[src/rtl/rerouting_pkg.sv]
// rerouting_pkg: shared state type and code-layout constants for the rerouting sequencer
// A rerouting code is {direction, lane_index}: MSB is direction, LSBs select the lane.
package rerouting_pkg;
  typedef enum logic {RR_IDLE, RR_ISSUE} rr_state_t;
  localparam logic RR_DIR_STV = 1'b0;
  localparam logic RR_DIR_VTS = 1'b1;
endpackage

[src/rtl/lowest_set_bit_enc.sv]
// lowest_set_bit_enc: priority encoder returning the lowest set lane and whether it is the only one left
module lowest_set_bit_enc #(
  parameter int NUM_LANES = 4,
  localparam int LANE_W = $clog2(NUM_LANES)
) (
  input  logic [NUM_LANES-1:0] mask,
  output logic [LANE_W-1:0]    idx,
  output logic                 any,
  output logic                 onehot_remaining
);
  always_comb begin
    idx = '0;
    for (int i = NUM_LANES - 1; i >= 0; i--)
      if (mask[i]) idx = LANE_W'(i);
  end
  assign any = |mask;
  assign onehot_remaining = any && ((mask & (mask - NUM_LANES'(1))) == '0);
endmodule

[src/rtl/rerouting_sequencer.sv]
// rerouting_sequencer: walks a lane mask low-to-high issuing one {dir, lane} rerouting code per handshake
// Optional RR_PERF_CNT_EN adds saturating handshake/stall counters.
module rerouting_sequencer
  import rerouting_pkg::*;
#(
  parameter int NUM_LANES = 4,
  localparam int LANE_W = $clog2(NUM_LANES)
) (
  input  logic                 clk,
  input  logic                 rst_n,
  input  logic                 req_valid,
  output logic                 req_ready,
  input  logic                 req_vts,
  input  logic [NUM_LANES-1:0] req_lane_mask,
  input  logic                 flush,
  output logic                 rr_valid,
  input  logic                 rr_ready,
  output logic                 rerouting_select,
  output logic [LANE_W:0]      rerouting_code,
  output logic                 rr_last,
  output logic                 busy,
  output logic                 done
`ifdef RR_PERF_CNT_EN
  ,
  output logic [31:0]          perf_moves,
  output logic [31:0]          perf_stalls
`endif
);
  rr_state_t state, state_n;
  logic [NUM_LANES-1:0] mask_q, mask_n;
  logic dir_q, dir_n, done_n;
  logic [LANE_W-1:0] idx;
  logic any, onehot;
  lowest_set_bit_enc #(.NUM_LANES(NUM_LANES)) u_enc (
    .mask(mask_q),
    .idx(idx),
    .any(any),
    .onehot_remaining(onehot)
  );
  // every output derives from registered state, never from rr_ready
  assign req_ready = state == RR_IDLE;
  assign rr_valid = state == RR_ISSUE && any;
  assign rerouting_select = rr_valid;
  assign busy = state != RR_IDLE;
  assign rerouting_code = rr_valid ? {dir_q, idx} : '0;
  assign rr_last = rr_valid && onehot;
  always_comb begin
    state_n = state;
    mask_n = mask_q;
    dir_n = dir_q;
    done_n = 1'b0;
    if (state == RR_IDLE) begin
      if (req_valid && !flush) begin
        mask_n = req_lane_mask;
        dir_n = req_vts;
        state_n = |req_lane_mask ? RR_ISSUE : RR_IDLE;
        done_n = ~|req_lane_mask;
      end
    end else if (flush) begin
      state_n = RR_IDLE;
      mask_n = '0;
    end else if (rr_ready) begin
      mask_n = mask_q & ~(NUM_LANES'(1) << idx);
      state_n = rr_last ? RR_IDLE : RR_ISSUE;
      done_n = rr_last;
    end
  end
  always_ff @(posedge clk or negedge rst_n) begin
    if (!rst_n) begin
      state <= RR_IDLE;
      mask_q <= '0;
      dir_q <= RR_DIR_STV;
      done <= 1'b0;
    end else begin
      state <= state_n;
      mask_q <= mask_n;
      dir_q <= dir_n;
      done <= done_n;
    end
  end
`ifdef RR_PERF_CNT_EN
  always_ff @(posedge clk or negedge rst_n) begin
    if (!rst_n) begin
      perf_moves <= '0;
      perf_stalls <= '0;
    end else begin
      if (rr_valid && rr_ready && perf_moves != '1) perf_moves <= perf_moves + 32'd1;
      if (rr_valid && !rr_ready && perf_stalls != '1) perf_stalls <= perf_stalls + 32'd1;
    end
  end
`endif
endmodule

[config.mk]
export PLATFORM = sky130hd
export DESIGN_NAME = rerouting_sequencer
export DESIGN_NICKNAME = d
export VERILOG_FILES = /design/src/rtl/rerouting_pkg.sv /design/src/rtl/lowest_set_bit_enc.sv /design/src/rtl/rerouting_sequencer.sv
export SDC_FILE = /design/constraint.sdc
export NUM_CORES = 1
export LEC_CHECK = 0
export CAP_MARGIN = 10
export CORE_AREA = 2 2 39 41
export CTS_BUF_LIST = sky130_fd_sc_hd__clkbuf_16
export DETAILED_ROUTE_END_ITERATION = 10
export DIE_AREA = 0 0 41 43
export GPL_TIMING_DRIVEN = 0
export PLACE_DENSITY = 0.64
export REMOVE_ABC_BUFFERS = 1
export SETUP_SLACK_MARGIN = 0.3
export SYNTH_ARGS = -nofsm -noshare
export SYNTH_HDL_FRONTEND = slang
export SYNTH_SLANG_ARGS = --single-unit
[constraint.sdc]
create_clock -name clk -period 1.9 [get_ports clk]
set_input_delay 0.19 -clock clk [delete_from_list [all_inputs] [get_ports clk]]
set_output_delay 0.19 -clock clk [all_outputs]
set_load 0.02 [all_outputs]
==> summary.md, run 1 <==
The run finished with clean final reports. For the power after layout, the log shows 0.767 mW. The worst hold path belongs to the class in -> async. At the later pin of the worst-skew pair, clock insertion delay measures 230 ps. Overflow left after global routing: 0. Cell taking the most area after synthesis: dfrtp_1. The register area share after synthesis came out at 0.375. The worst setup path is launched from a flop. The final estimated routing congestion in global placement came out at 0.841. The share of synthesized registers carrying an async set or reset works out to 1.00. The minimum setup slack among reg-to-reg paths is 420 ps. The cell row count is 14. The mean post-synth cell area is 8.81 um^2, and the post-detailed-route via-to-cell ratio is 4.97.

In the synthesized netlist the dominant register cell turns out to be dfrtp_1. For the worst setup path, the data arrival time is 1350 ps. The logs give 27 for the number of distinct standard cells referenced by the synthesized netlist and 13 for the maximum number of pins on one net before global-route repair. The fraction of final layout cells with drive strength greater than 1 is 0.297.

For the maximum operating frequency, the log shows 0.651 GHz. The initial antenna violation count is 0, and the count of final setup violators is 0. The proportion of netlist area held by the largest area contributor is 0.375. Count of maximum capacitance violations: 0. Dividing the detail-routed wire length by the instance count gives 12.3 um. The core outline area came out at 1380 um^2. The tools report the count of filler cells inserted in the layout as 132. The worst setup path is captured at a primary output. The logs give 1710 ps for the required time at the endpoint of the critical path and 85 for the number of nets at the end of the flow. After synthesis the cells add up to 467 um^2.

The final wirelength came out at 1110 um. Ranked by total cell area, the synthesized netlist is headed by dfrtp_1 (38%), nor2_1 (4.8%), nor4b_1 (3.8%), o2bb2ai_1 (3.8%), a21oi_1 (3.2%). For the pin with the worst max-slew slack, the measured transition is 317 ps. The all-layer global routing usage was 0.146; the post-route fraction of the period consumed by the critical path was 0.809. The total die area was 1760 um^2; the count of H-tree levels built during CTS was 1.

The first TritonRoute pass finished after 4 iterations. The clock skew after layout was 1.65 ps. The routed layout has 447 vias. Initial cell density of the core: 0.337. The cell sitting at the root of the clock tree is a clkbuf_16.

For the final-report max-slew violation count, the log shows 0. The number of hold violations in the final report was 0; the wire length of the first global-routing pass was 1790 um. From synthesis to final layout, the design area changed by 62.2%. After routing, the total negative slack on setup checks comes to 0 ps. TritonCTS built the clock tree. The count of buffers added on input and output ports is 18. The setup slack of the critical path after layout was 364 ps; the clock-pin slew of the registers on the worst-case setup and hold paths was 40 ps.

The estimated wirelength of the detail-placed design is 791 um. The critical path is of the reg -> out type. Horizontal extent of the die: 41 um. Setup repair after global routing could not meet its margin everywhere. The most common cell in the netlist is dfrtp_1.

The run gives 413 as the number of global-route vias before repair. The total instance count after detailed placement came out at 83. For this run, the number of Yosys warnings is 0. The I/O pin total was 19.

For this design, the CTS-stage hold fixing added 0 buffers. The tools report the maximum vdd drop as 0.632 mV. Synthesis inferred 7 register bits. The clock net sink count was 7; the number of enable flip-flop cells after synthesis was 0. The final period demand of the worst path works out to 1540 ps. Hold timing on the final database bottoms out at a slack of 226 ps.

For the worst-case clock buffer depth, the log shows 2. In this run the remaining antenna-violating nets after routing total 0. In this run the worst path has a maximum fanout of 8. For this run, design rule violations remaining after detail routing come to 0. In the synthesized netlist, the number of instances is 53.

The antenna diode instance count was 0. The filler-free cell count of the finished design came out at 90. For this design the ratio of total power to cell area is 1010 nW/um^2. The floorplan step set the die height to 43 um. The tools report the tightest slew margin relative to the limit as 0.788. Ranked by instance count, the synthesized netlist is headed by dfrtp_1 (7), nor2_1 (6), nand2_1 (4). Counting the buffers created by CTS gives 3. The first routing iteration left 4 violations. Worst slack at placement: 60.0 ps. In this run the static leakage power is 0.331 nW.
## power breakdown
group          internal [mW]  leakage [nW]  switching, mW
clock                  0.276        0.0409         0.0746
sequential             0.173        0.0837         0.0349
combinational          0.107         0.206          0.102
## layout make-up
cell class | count | area [um^2] | area share
clock buffers | 3 | 75.1 | 0.0992
clock inverters | 1 | 5.00 | 0.00661
repair buffers | 21 | 186 | 0.246
well taps | 16 | 20.0 | 0.0264
inverters | 3 | 11.3 | 0.0149
flip-flops and latches | 7 | 181 | 0.240
multi-input cells | 39 | 278 | 0.367
## through the flow
stage          instance area (um^2)  utilization
2_1_floorplan                   444            -
3_3_place_gp                    644        0.466
3_5_place_dp                    644        0.466
4_1_cts                         759        0.549
5_1_grt                         757        0.547
6_report                        757        0.547
## repair_timing
item | in CTS | in global routing
gates resized for setup | 15 | 5
cloned | 0 | 0
endpoints found under the setup margin | 8 | 4
pin swaps | 1 | 0
setup buffers | 3 | 0
## layout by cell type, fill, tap and decap left out, types with 2 or more instances in the layout
master and instances:
clkdlybuf4s50_1 11, nor2_1 5, dfrtp_2 5, dlygate4sd2_1 5, nand2_1 4, inv_1 3
a21oi_1 3, clkbuf_16 3, buf_4 3, nand2b_1 2, nor4b_2 2, nand3_1 2
o2bb2ai_1 2, o21ai_0 2, dfrtp_1 2, clkbuf_2 2
## flip-flops by register name, summed over array words and instances (netlist names)
| register | flops |
|---|---|
| mask_q | 4 |
| dir_q | 1 |
| done | 1 |
| busy | 1 |
## worst paths after layout
path                            from   endpoint  depth (start not counted)
setup / recovery           mask_q[0]    rr_last                          4
hold / removal                 rst_n  mask_q[0]                          1
setup reg to reg                busy      dir_q                          4
hold reg to reg                dir_q      dir_q                          1
max in group asynchronous      rst_n  mask_q[3]                          1
min in group clk               dir_q      dir_q                          1
## metal layers
metal	wire, um	share of wire	GRT usage
met1	526	0.48	0.213
met5	0	0	0
met2	532	0.48	0.222
met3	48	0.043	0.0157
met4	0	0	0.0400
## kinds of logic after synthesis
logic type,synth area share
xor gates and xnor gates,0.0188
and+or+nand+nor,0.260
DFF,0.375
muxes,0.0241
buffers and inverters,0.0724
AOI/OAI and AO/OA,0.249
## worst max-delay path, cell delays in order (launching register included)
cell      delay, ps
dfrtp_2         460
nor4b_2         320
a211oi_2         80
nor2_1           90
clkbuf_2        170
Note: power is estimated with default switching activity, not from simulation.
==> inputs of run 2 (changes only) <==
- CORE_AREA: 2 2 39 41 -> 2 2 40 42
- DIE_AREA: 0 0 41 43 -> 0 0 42 44
- clock period: 1.9 -> 1.3 ns (I/O delays scaled with it)
==> run 2 against run 1 <==
- cell count rose by 11%
- highest routed layer is now met4
- via count rose by 17%
- the flow now finishes with violations (setup timing)
- total power rose by 76%
==> summary.md, run 2 (synthesized netlist as in run 1, its figures left out) <==
The run finished, with violations left. The checks that failed: setup timing. Setup repair after global routing could not meet its margin everywhere. The final period demand of the worst path was 1470 ps; the number of iterations in the first detailed-routing pass was 4 (unchanged).

The setup slack of the critical path after layout came out at -168 ps (-531 ps). The top cell types in the final layout, fill and taps aside, are buf_6 (10), buf_4 (10), clkdlybuf4s50_1 (8). The final wirelength came out at 1480 um (+33%). The critical path class was reg -> out. Filler-free cell count of the finished design: 100 (+11%). The cell area power density is 1380 nW/um^2 (+37%), and the initial antenna violation count is 0 (unchanged). The count of H-tree levels built during CTS is 1 (unchanged), and the minimum setup slack among reg-to-reg paths is -110 ps (-530 ps).

The transition time at the pin with the least slew margin came out at 360 ps (+43.1 ps). The tools report the initial cell density of the core as 0.329 (-0.00833). The insertion delay to the later sink of the worst-skew pair was 230 ps (about the same). TritonCTS built the clock tree.

The largest register by flop count was mask_q. The number of flip-flops in the largest register was 4 (unchanged); the maximum number of pins on one net before global-route repair was 8 (-5). The tools report the total die area as 1850 um^2 (+4.8%). The largest stage delay on the critical path was 460 ps (about the same). The post-detailed-route via-to-cell ratio came out at 5.23 (+5.3%). The total vias in the final route was 523 (+17%); the horizontal extent of the die was 42 um (+2.4%). Traced cell by cell, the critical path runs through xor2_1, a211oi_2, nor2_1, buf_4.

The all-layer global routing usage is 0.177 (+0.0307), and the number of port buffers is 18 (unchanged). The core outline area was 1420 um^2 (+2.5%); the worst slack at placement was -499 ps (-559 ps). The run gives 0 (unchanged) as the count of maximum capacitance violations. The final routed wire length divided by cell count was 14.8 um (+20%); the antenna diode instance count was 0 (unchanged). Count of final setup violators: 8 (+8).

The logs give 2 (unchanged) for the worst-case clock buffer depth and 0 (unchanged) for the number of buffers added to fix hold violations after cts. The DRC violation total after the first TritonRoute iteration was 6 (+2); the final-report max-slew violation count was 0 (unchanged). The clock net sink count came out at 7 (unchanged).

The number of hold violations in the final report is 0 (unchanged), and the maximum vdd drop is 0.902 mV (+43%). STA classifies the critical path endpoint as a primary output. For the worst hold-check slack, the log shows 176 ps (-49.9 ps). The type of element launching the critical path was a flop. The tools report the number of nets with antenna violations after routing as 0 (unchanged).

The estimated wirelength of the detail-placed design was 868 um (+9.7%). The tightest slew margin relative to the limit came out at 0.759 (-0.0288). Largest fanout on the critical path: 5 (-3). The min-delay analysis places its worst path in the category in -> async. The tools report the overflow left after global routing as 0 (unchanged).

The cell row count is 14 (unchanged). The die height was 44 um (+2.3%); the fraction of final layout cells with drive strength greater than 1 was 0.643 (+0.346). The post-route fraction of the period consumed by the critical path was 1.13.

The signed area change from the synthesized netlist to the final layout is 108%. The static leakage power came out at 0.417 nW (+26%). The data arrival time of the critical path came out at 1340 ps (about the same). Clock skew after layout: 4.41 ps (+2.76 ps). The I/O pin total is 19 (unchanged), and the number of nets at the end of the flow is 95 (+12%).

The tools report the clock buffer count from CTS as 3 (unchanged). The CTS root buffer is clkbuf_16. For the total instance count after detailed placement, the log shows 83 (unchanged). Clock-pin slew of the registers on the worst-case setup and hold paths: 40 ps (about the same). For the post-detailed-route DRC marker count, the log shows 0 (unchanged).

The run gives -562 ps (-562 ps) as the final sum of negative setup slack. For this run, the top clock speed supported by timing is 0.681 GHz. The final estimated routing congestion in global placement was 0.814 (-3.2%); the required time at the endpoint of the critical path was 1170 ps (-540 ps).

Among all stages on the critical path, the largest delay is contributed by dfrtp_2. The tools report the number of global-route vias before repair as 520 (+26%). The run gives 2350 um (+32%) as the wire length of the first global-routing pass.
[run 2: cell count changes in the layout (fill, tap and decap cells not counted), sizes merged]
cell	before	now
dlygate4sd2	5	1
clkbuf	5	4
buf	3	21
clkdlybuf4s50	11	8
[run 2: critical path: cells and delay by family (launching register included)]
kind	cells	cell delay, ps
xor+xnor	1	190
buf+inv	1	160
flops	1	460
simple gates	1	60
compound gates	1	230
[run 2: final timing paths]
check | startpoint | endpoint | depth (start not counted)
setup / recovery | mask_q[2] | rr_last | 4
max in group asynchronous | rst_n | busy | 1
hold / removal | rst_n | dir_q | 1
setup reg to reg | mask_q[1] | mask_q[3] | 5
hold reg to reg | dir_q | dir_q | 1
min in group clk | req_lane_mask[2] | mask_q[2] | 2
[run 2: stage by stage]
| step | utilization | area (um^2) | power [mW] |
|---|---|---|---|
| 2_1_floorplan | - | 444 | 0.458 |
| 3_3_place_gp | 0.454 | 644 | 0.585 |
| 3_5_place_dp | 0.454 | 644 | 0.592 |
| 4_1_cts | 0.612 | 868 | 1.25 |
| 5_1_grt | 0.685 | 972 | 1.41 |
| 6_report | 0.685 | 972 | 1.35 |
[run 2: power by group]
part	total, mW	switching [mW]	internal, mW
Clock	0.526	0.122	0.404
Combinational	0.514	0.233	0.281
Sequential	0.306	0.0525	0.253
Total	1.35	0.408	0.938
[run 2: timing repair]
item,4_1_cts,5_1_grt
resized for setup,69,22
setup buffers,9,4
pin swaps,9,6
endpoints found under the setup margin,16,15
[run 2: per-layer routing]
layer  track usage  wire length, um
met1         0.191              600
met2         0.331              788
met3        0.0375               67
met4        0.0774               19
met5             0                0
[run 2: final cells by class]
type                       count  area, um^2
tap                           16        20.0
clock buffer                   3        75.1
sequential                     7         181
clock inverter                 1        5.00
inverter                       3        16.3
timing repair buffer          31         297
multi-input combinational     39         378
fill                         116         447
==> RTL edit: new RTL, settings of run 1 <==
`NUM_LANES` is set to 4 in 2 places; all go to 2.
--- a/src/rtl/lowest_set_bit_enc.sv
+++ b/src/rtl/lowest_set_bit_enc.sv
@@ -1,5 +1,5 @@
 // lowest_set_bit_enc: priority encoder returning the lowest set lane and whether it is the only one left
 module lowest_set_bit_enc #(
-  parameter int NUM_LANES = 4,
+  parameter int NUM_LANES = 2,
   localparam int LANE_W = $clog2(NUM_LANES)
 ) (
--- a/src/rtl/rerouting_sequencer.sv
+++ b/src/rtl/rerouting_sequencer.sv
@@ -4,5 +4,5 @@
   import rerouting_pkg::*;
 #(
-  parameter int NUM_LANES = 4,
+  parameter int NUM_LANES = 2,
   localparam int LANE_W = $clog2(NUM_LANES)
 ) (
Interface: changed (resized req_lane_mask and rerouting_code); port bits go from 19 to 16. The function was not compared with the original's and may differ.
==> RTL edit against run 1 <==
  * Final cell count fell by 21%
  * Clock power down 3%
  * Worst setup slack got worse by 0.0081 ns
  * Total power decreased by 24%
  * Final area is 21% lower
  * Critical path type unchanged
  * Clock skew hardly changed
  * Routed wire length is 31% lower
  * Sequential cell count decreased by 2
  * Area after synthesis decreased by 27%
==> RTL edit: results (changes against run 1) <==
- Run status: finished, final reports clean
- Met3 wire length: 51 um (+6.3%)
- Clk tree area frac: 13.4% (+2.8 points)
- Fin nets: 67 (-21%)
- Int Power: 0.000452 W (-19%)
- Async SR Flop Fraction: 100% (unchanged)
- Metal2 WL: 329 um (-38%)
- Vias in the first global route: 296 (-28%)
- Yosys Warn Count: 0 (unchanged)
- Layout cells sized above 1: 34.5% (+4.8 points)
- Initial antenna violation count: 0 (unchanged)
- Distinct cells, synth: 18 (-33%)
- First-pass DRT Iterations: 3 (-1)
- Peak VDD IR: 0.349 mV (-45%)
- Reg2Reg Setup Slack: 0.56 ns (+0.14 ns)
- Die Area: 1760 um2 (unchanged)
- DP HPWL: 551 um (-30%)
- RR Startpoint: mask_q[0]
- Crit Reg-Reg Endpoint: done
- Sequential fraction of total cell area: 20.9% (-3.0 points)
- Register bank with the most flops: mask_q
- Top sig layer: met3
- Non-clk bufs: 18 (-14%)
- Syn_area_per_cell: 10.0 um2 (+14%)
- Fillers: 141 (+6.8%)
- Signal inverters: 4 (+1)
- Dpl cells: 64 (-23%)
- Logic gate share of total power: 19.3% (-7.9 points)
- Final non-clock buffer share: 27.4% (+2.8 points)
- Worst slew margin: 82.8% (+4.0 points)
- Initial DRC count: 4 (unchanged)
- PortBufs: 15 (-3)
- Global-route wire length before repair: 1.21 mm (-32%)
- Final Skew: 0.00189 ns (+0.000237 ns)
- Area of the multi-input gates: 194 um2 (-30%)
- Comb_multi_in: 24 (-38%)
- Crit-path max FO: 6 (-2)
- GRT Total Usage: 10.7% (-3.9 points)
- Clock Power Share: 58.6% (+13 points)
- Routed length on met1: 379 um (-28%)
- Most frequent cells after synthesis: dfrtp_1, and2_1, inv_1
- Routed via count: 322 (-28%)
- Register bit count reported by yosys: 5 (-2)
- Placer Congestion: 0.786 (-6.6%)
- Largest register FFs: 2 (-2)
- Largest net degree at the start of global routing: 9 (-4)
- Placed cell area: 504 um2 (-22%)
- Drt via density: 4.54 (-8.7%)
- Area contributors post-synth: dfrtp_1, ha_1, and2_1
- Post-synthesis sequential area ratio: 36.6% (-0.90 points)
- Lkg Pwr: 0.289 nW (-13%)
- Routed length per instance: 10.7 um (-13%)
- Worst R2R Path Depth: 6 (+2)
==> RTL edit: changes by cell type after synthesis, moves of 3 or more <==
cell / change
a21oi_1: -3
and2_1: +3
buf_2: -3
ha_1: +3
nand2_1: -4
nor2_1: -4
==> RTL edit: stage by stage <==
step	utilization (%)	hold slack (ns)	setup WS (ns)	power, W
after floorplan	-	-0.106	0.468	0.000185
after global placement	36.4	0.425	0.0541	0.000235
after detailed placement	36.4	0.427	0.0381	0.000236
after CTS	42.5	0.193	0.302	0.000586
after global routing	43.2	0.211	0.289	0.000611
final	43.2	0.189	0.356	0.000582
==> RTL edit: worst max-delay path: stages, from the launching register on <==
cell,delay [ns]
dfrtp_1,0.38
inv_2,0.06
ha_1,0.13
and2b_2,0.25
and2_1,0.16
buf_4,0.15
==> RTL edit: timing repair <==
| action | CTS | global route |
|---|---|---|
| setup buffers | 3 | 0 |
| gates cloned | 0 | 0 |
| endpoints found under the setup margin | 6 | 6 |
| pin swaps | 0 | 0 |
| resized for setup | 15 | 11 |
==> RTL edit: cell families (layout without fill, tap and decap cells) <==
group,after synthesis,count (layout),share of synthesized area [%]
and+or+nand+nor,12,12,23.4
buffers and inverters,5,26,6.59
AOI/OAI and AO/OA,8,8,17.9
adders and majority gates,3,3,11.0
DFF,5,5,36.6
muxes,1,1,4.39
==> RTL edit: how the worst max path moves through the flow <==
stage / endpoint
detailed placement: rr_last
finish: rr_last
CTS: rerouting_select
global placement: rr_last
global route: rr_last
floorplan: rerouting_code[0]
==> RTL edit: metal layers <==
| metal | up-vias | GRT usage [%] |
|---|---|---|
| met5 | - | 0 |
| met4 | 0 | 8.00 |
| li1 | 162 | - |
| met3 | 0 | 3.14 |
| met1 | 145 | 14.1 |
| met2 | 15 | 14.1 |
